**src/rtl/uart_rx_byte.sv**
```systemverilog
// uart_rx_byte
// Byte-level 8N1 UART receiver (idle high, LSB first) for the configuration
// path. Good frames update data_out with a one-cycle valid_out strobe; frames
// whose stop bit samples low raise a one-cycle frame_err_out strobe and are
// never delivered as data.
//
// Ports
//   clk_in        system clock, rising edge
//   rst_in        synchronous active-high reset
//   rx_in         asynchronous serial line, idle high
//   data_out      last correctly framed byte, held until the next good frame
//   valid_out     one-cycle pulse when data_out has just been updated
//   frame_err_out one-cycle pulse when the stop bit is sampled low
//   busy_out      high whenever the FSM is not in IDLE
//
// state     | meaning
// ----------+-------------------------------------------------------------
// IDLE      | line idle, waiting for a low synchronized rx
// START     | counting to mid start bit, then confirming it is still low
// DATA      | sampling 8 data bits, one per CLKS_PER_BIT, LSB first
// STOP      | sampling the stop bit, delivering the byte or flagging error
// WAIT_IDLE | after a framing error, holding off until the line is high
module uart_rx_byte #(
    parameter int CLKS_PER_BIT = 142
) (
    input  logic       clk_in,
    input  logic       rst_in,
    input  logic       rx_in,
    output logic [7:0] data_out,
    output logic       valid_out,
    output logic       frame_err_out,
    output logic       busy_out
);

    localparam int CW = $clog2(CLKS_PER_BIT);
    localparam logic [CW-1:0] HALF = CW'((CLKS_PER_BIT - 1) / 2);
    localparam logic [CW-1:0] LAST = CW'(CLKS_PER_BIT - 1);

    typedef enum logic [2:0] {
        IDLE,
        START,
        DATA,
        STOP,
        WAIT_IDLE
    } state_t;

    state_t          r_state;
    logic            r_sync1;
    logic            r_sync2;
    logic [CW-1:0]   r_cnt;
    logic [2:0]      r_idx;
    logic [7:0]      r_sh;
    logic            w_rx_s;

    assign w_rx_s = r_sync2;

    always_ff @(posedge clk_in) begin
        if (rst_in) begin
            // Synchronizer resets to the idle level so a line already low at
            // release is seen as a fresh start two cycles later.
            r_sync1       <= 1'b1;
            r_sync2       <= 1'b1;
            r_state       <= IDLE;
            r_cnt         <= '0;
            r_idx         <= '0;
            r_sh          <= '0;
            data_out      <= 8'h00;
            valid_out     <= 1'b0;
            frame_err_out <= 1'b0;
            busy_out      <= 1'b0;
        end else begin
            r_sync1       <= rx_in;
            r_sync2       <= r_sync1;
            valid_out     <= 1'b0;
            frame_err_out <= 1'b0;

            case (r_state)
                IDLE: begin
                    if (!w_rx_s) begin
                        r_state  <= START;
                        r_cnt    <= '0;
                        busy_out <= 1'b1;
                    end
                end

                START: begin
                    if (r_cnt != HALF) begin
                        r_cnt <= r_cnt + 1'b1;
                    end else if (!w_rx_s) begin
                        r_state <= DATA;
                        r_cnt   <= '0;
                        r_idx   <= '0;
                    end else begin
                        // Line went high again before mid start bit: glitch.
                        r_state  <= IDLE;
                        busy_out <= 1'b0;
                    end
                end

                DATA: begin
                    if (r_cnt != LAST) begin
                        r_cnt <= r_cnt + 1'b1;
                    end else begin
                        r_sh[r_idx] <= w_rx_s;
                        r_cnt       <= '0;
                        if (r_idx == 3'd7) begin
                            r_state <= STOP;
                        end else begin
                            r_idx <= r_idx + 1'b1;
                        end
                    end
                end

                STOP: begin
                    if (r_cnt != LAST) begin
                        r_cnt <= r_cnt + 1'b1;
                    end else begin
                        r_cnt <= '0;
                        if (w_rx_s) begin
                            data_out  <= r_sh;
                            valid_out <= 1'b1;
                            r_state   <= IDLE;
                            busy_out  <= 1'b0;
                        end else begin
                            frame_err_out <= 1'b1;
                            r_state       <= WAIT_IDLE;
                        end
                    end
                end

                WAIT_IDLE: begin
                    // A held-low break must not look like a new start bit.
                    if (w_rx_s) begin
                        r_state  <= IDLE;
                        busy_out <= 1'b0;
                    end
                end

                default: begin
                    r_state  <= IDLE;
                    busy_out <= 1'b0;
                end
            endcase
        end
    end

endmodule
```
**config.mk**
```make
export PLATFORM = sky130hd
export DESIGN_NAME = uart_rx_byte
export DESIGN_NICKNAME = d
export VERILOG_FILES = /design/src/rtl/uart_rx_byte.sv
export SDC_FILE = /design/constraint.sdc
export NUM_CORES = 1
export LEC_CHECK = 0
export ABC_AREA = 1
export CAP_MARGIN = 20
export CORE_MARGIN = 4
export CORE_UTILIZATION = 30
export DETAILED_ROUTE_END_ITERATION = 6
export SLEW_MARGIN = 10
export SYNTH_ARGS = -nofsm -noshare
export SYNTH_HDL_FRONTEND = slang
export SYNTH_SLANG_ARGS = --single-unit
```
**constraint.sdc**
```tcl
create_clock -name clk_in -period 2 [get_ports clk_in]
set_input_delay 0.4 -clock clk_in [delete_from_list [all_inputs] [get_ports clk_in]]
set_output_delay 0.4 -clock clk_in [all_outputs]
set_load 0.005 [all_outputs]
```
# Yosys cells after proc, flatten, opt, wreduce, memory -nomap -nowiden
# Cells that the tools add are included.
[totals]
ff_bits = 35
in_bits = 3
out_inout_bits = 11
word_cells = 71
[classes]
addsub = 2
order_cmp = 2
n_eq_ne = 15
mux = 28
bitwise = 3
n_reduce_logical = 11
[op_table]
columns = ["operator", "n"]
rows = [
  ["$mux 3", 11],
  ["$mux 8", 3],
  ["$pmux 8 s3", 1],
  ["$ne 2x2->1 const B", 8],
  ["$pmux 3 s5", 1],
  ["$add 8x1->8 const B", 1],
  ["$bwmux 8", 1],
  ["$ne 8x7->1 const B", 1],
  ["$ne 8x8->1 const B", 1],
  ["$mux 1", 7],
  ["$eq 3x2->1 const B", 2],
  ["$eq 3x3->1 const B", 2],
  ["$pmux 3 s2", 1],
  ["$reduce_and 6->1", 1],
  ["$pmux 1 s5", 1],
  ["$reduce_and 5->1", 1],
  ["$lt 3x4->1 const B", 1],
  ["$reduce_and 4->1", 1],
  ["$add 3x1->3 const B", 1],
  ["$demux 1 s3", 1],
  ["$eq 3x1->1 const B", 1],
  ["$ge 3x1->1 const B", 1],
  ["$logic_not 3->1", 1],
  ["$not 1->1", 3],
  ["8 further kinds", 8],
]

# Longest topological paths before layout
[depth]
word_depth = 5
mapped_depth = 11
mapped_depth_nobuf = 11

# Least setup slack after synthesis
# Ideal clock, no wire load.
[synth_path]
path_kind = "register to register"
from = "register r_cnt[0]"
to = "register data_out[0]"
setup_time_ns = 0.080
arrival_time_ns = 1.400
required_time_ns = 1.920
setup_slack_ns = 0.520
stages_incl_launch_ff = 9
n_path_buf = 1
period_less_slack_ns = 1.480
cell_sequence = "dfxtp_1 -> ha_1 -> inv_1 -> nor2_1 -> nand3_2 -> nor3_4 -> buf_6 -> nor2_1 -> a211oi_2"
[synth_via]
elab_chain_cells = 3
[synth_lines]
columns = ["item", "line_no", "source"]
rows = [
  ["start: declaration", "50", "logic [CW-1:0] r_cnt;"],
  ["start signal: assignment", "88", "r_cnt <= r_cnt + 1'b1;"],
  ["start signal: assignment", "102", "r_cnt <= r_cnt + 1'b1;"],
  ["start signal: assignment", "116", "r_cnt <= r_cnt + 1'b1;"],
  ["$ne 8x8->1", "115", "if (r_cnt != LAST) begin"],
  ["$not 1->1 (no line)", "-", ""],
  ["$reduce_and 3->1 (no line)", "-", ""],
  ["end signal: assignment", "120", "data_out <= r_sh;"],
  ["end: declaration", "29", "output logic [7:0] data_out,"],
]
# Every way passes these cells.
# A chain may end at the register's enable or synchronous reset.

# Final worst setup path
[layout_path]
from = "register r_cnt[0]"
to = "register r_state[2]"
[layout_via]
elab_chain_cells = 3
word_cells_on_any_way = 6
classes_between = "eq/ne (5); reduce/logical (1)"
[layout_lines]
columns = ["item", "line_no", "source"]
rows = [
  ["$ne 8x8->1 / $ne 8x7->1 (equally long branches)", "101, 115, 87", ""],
  ["$ne 2x2->1 (no line)", "-", ""],
  ["$reduce_and 6->1 (no line) *", "-", ""],
  ["end signal: assignment", "107", "r_state <= STOP;"],
  ["end signal: assignment", "122", "r_state <= IDLE;"],
  ["end signal: assignment", "126", "r_state <= WAIT_IDLE;"],
  ["end: declaration", "47", "state_t r_state;"],
]
# Mark *: on every way between the ends. The rest lies on a longest branch, timed or not.

==> results.sh <==
export IMPL_reg2reg_setup_slack_ns=0.28
export IMPL_p_leak_nw=0.871
export IMPL_r2r_end="r_state[2]"
export IMPL_cts_repair_resized=0
export IMPL_setup_ws_ns=0.277
export IMPL_rsz0062_at_grt="no"
export IMPL_max_vdd_ir_drop_uv=355
export IMPL_finClkSkew_ns=0.00343
export IMPL_syn_avg_cell_area_sq_um=6.78
export IMPL_ff2ff_path_depth=9
export IMPL_cp_start_kind="register"
export IMPL_cts_buffer_depth=2
export IMPL_row_count=27
export IMPL_cts_tree="yes"
export IMPL_top_layer="met4"
export IMPL_syn_to_final_growth_pct=19.7
export IMPL_seq_area_frac_synth_pct=39.2
export IMPL_route_vias_total=1655
export IMPL_dieArea_sq_um=7260
export IMPL_drive_gt1_share_pct=9.44
export IMPL_holdBufCountCts=0
export IMPL_path_clk_slew_ns=0.07
export IMPL_wl_met2_um=1760
export IMPL_critPathArrivalTime_ns=1.94
export IMPL_cts_buffers=5
export IMPL_place_ws_ns=0.237
export IMPL_holdWs_ns=0.413
export IMPL_stdcell_count=358
export IMPL_grt_pass1_vias=1526
export IMPL_cp_max_fo=6
export IMPL_boundaryPins=14
export IMPL_grt_usage_pct=12.0
export IMPL_drc=0
export IMPL_max_freq_mhz=580
export IMPL_drt_initial_drc_count=83
export IMPL_postSynthCellCount=264
export IMPL_max_cap_viol_count=0
export IMPL_die_h_um=85.2
export IMPL_setup_viol=0
export IMPL_gp_congestion=0.871
export IMPL_final_cell_mix="62 x nand2_1, 42 x nor2_1, 35 x inv_1, 35 x dfxtp_1, 20 x a21oi_1"
export IMPL_crit_type="register to register"
export IMPL_utilization_pct=37.9
export IMPL_cp_end_kind="register"
export IMPL_drt_wl_total_um=3910
export IMPL_grt_max_degree=17
export IMPL_synth_nets=272
export IMPL_mostFrequentLayoutCell="nand2_1"
export IMPL_nets=293
export IMPL_met3_wirelength_um=167
export IMPL_antenna_found_initial=0
export IMPL_crit_required_ns=2.22
export IMPL_clkLatencyLatePin_ns=0.29
export IMPL_slew_headroom_pct=74.5
export IMPL_worstSetupEndpoint="r_state[2]"
export IMPL_final_min_clock_period_ns=1.72
export IMPL_hpwl_um=2970
export IMPL_yosys_register_bits=35
export IMPL_drv_slew=0
export IMPL_power_density_nw_per_um2=1100
export IMPL_dp_cells=348
export IMPL_ys_types=25
export IMPL_cts_root_buffer="clkbuf_8"
export IMPL_wire_per_inst_um=10.9
export IMPL_firstDrtPassIters=4
export IMPL_min_period_over_period_pct=86.1
export IMPL_die_w_um=85.2
export IMPL_r2r_start="r_cnt[0]"
export IMPL_drtAntennaViolNets=0
export IMPL_tns_ns=0
export IMPL_yosys_warnings=0
export IMPL_status="finished, final reports clean"
export IMPL_io_buffers=13
export IMPL_overflow=0
export IMPL_worst_slew_pin_slew_ns=0.382
export IMPL_critPathLaunch="r_cnt[0]"
export IMPL_syn_area_sq_um=1790
export IMPL_finalHoldViolCount=0
export IMPL_initial_core_util_pct=31.7
export IMPL_htreeDepth=2
export IMPL_hold_path_class="register to register"
export IMPL_n_antenna_cell=0
export IMPL_drt_met1_wl_um=1910
export IMPL_grt_pass1_wl_um=7100
export IMPL_clkSinkCount=35
export IMPL_core_area_sq_um=5640
export IMPL_via_per_inst=4.62
-- kinds of logic after synthesis --
group	count (synthesis)	synth area share (%)
xor+xnor	1	0.490
compound gates	45	14.3
buf+inv	42	9.37
fa+ha+maj	5	3.50
flops	35	39.2
simple gates	136	33.2
-- per-layer routing --
metal  up-vias  GRT usage [%]
li1        890              -
met1       730           16.0
met2        29           18.8
met3         6           3.01
met4         0           4.32
met5         -              0
-- synth_stat cells, drive strengths merged --
master  count  area share [%]
a211oi      8             3.9
nand2      65              14
nor4        2            0.70
clkbuf      4            0.84
a21oi      20             5.6
ha          5             3.5
nand4       5             1.7
buf         1            0.63
dfxtp      35              39
or2         3             1.0
inv        37             7.9
o21ai      17             4.8
nor3        2             1.2
nor2       43             9.2
xor2        1            0.49
nand3      16             5.0
-- stage by stage --
step           instance area (sq um)  power, W
6_report                        2140   0.00235
5_1_grt                         2140   0.00256
4_1_cts                         2130   0.00237
3_5_place_dp                    2010   0.00173
3_3_place_gp                    2010   0.00173
2_1_floorplan                   1790   0.00152
-- area by class of cell --
| class | count | area, sq um |
|---|---|---|
| Tap cell | 72 | 90.1 |
| Timing Repair Buffer | 19 | 175 |
| Fill cell | 584 | 3500 |
| Clock buffer | 5 | 68.8 |
| Clock inverter | 3 | 43.8 |
| Inverter | 37 | 141 |
| Multi-Input combinational cell | 187 | 921 |
| Sequential cell | 35 | 701 |
-- report_power, final --
group          switching, W  internal (W)  total (W)
combinational      0.000552      0.000277   0.000828
sequential         0.000113      0.000775   0.000888
clock              0.000260      0.000371   0.000630
total              0.000924       0.00142    0.00235
-- critical path, cell delays in order, from the launching register on --
cell and delay [ns]:
dfxtp_1 0.42, ha_1 0.22, inv_1 0.05, nor2_1 0.13, nand3_2 0.15, nand2_1 0.14
nand4_1 0.24, nand2_1 0.13, nand2_1 0.06, nor2_1 0.13
-- worst min path at each step --
stage | depth (start not counted) | to | start | slack (ns)
4_1_cts | 1 | r_sync2 | r_sync1 | 0.42
2_1_floorplan | 1 | r_sync2 | r_sync1 | 0.39
3_5_place_dp | 1 | r_sync2 | r_sync1 | 0.40
6_report | 1 | r_sync2 | r_sync1 | 0.41
3_3_place_gp | 1 | r_sync2 | r_sync1 | 0.40
5_1_grt | 1 | r_sync2 | r_sync1 | 0.44
-- registers in the layout, summed over array words and instances (netlist names) --
register       cells
busy_out           1
data_out           8
frame_err_out      1
r_cnt              8
r_idx              3
r_sh               8
r_state            3
r_sync1            1
r_sync2            1
valid_out          1
-- repair_timing --
item / in CTS / in global routing
buffers inserted: 0 / 2
setup endpoints to repair: 0 / 2
endpoints found under the hold margin: 0 / 0
Power figures use the tool's default switching activity.
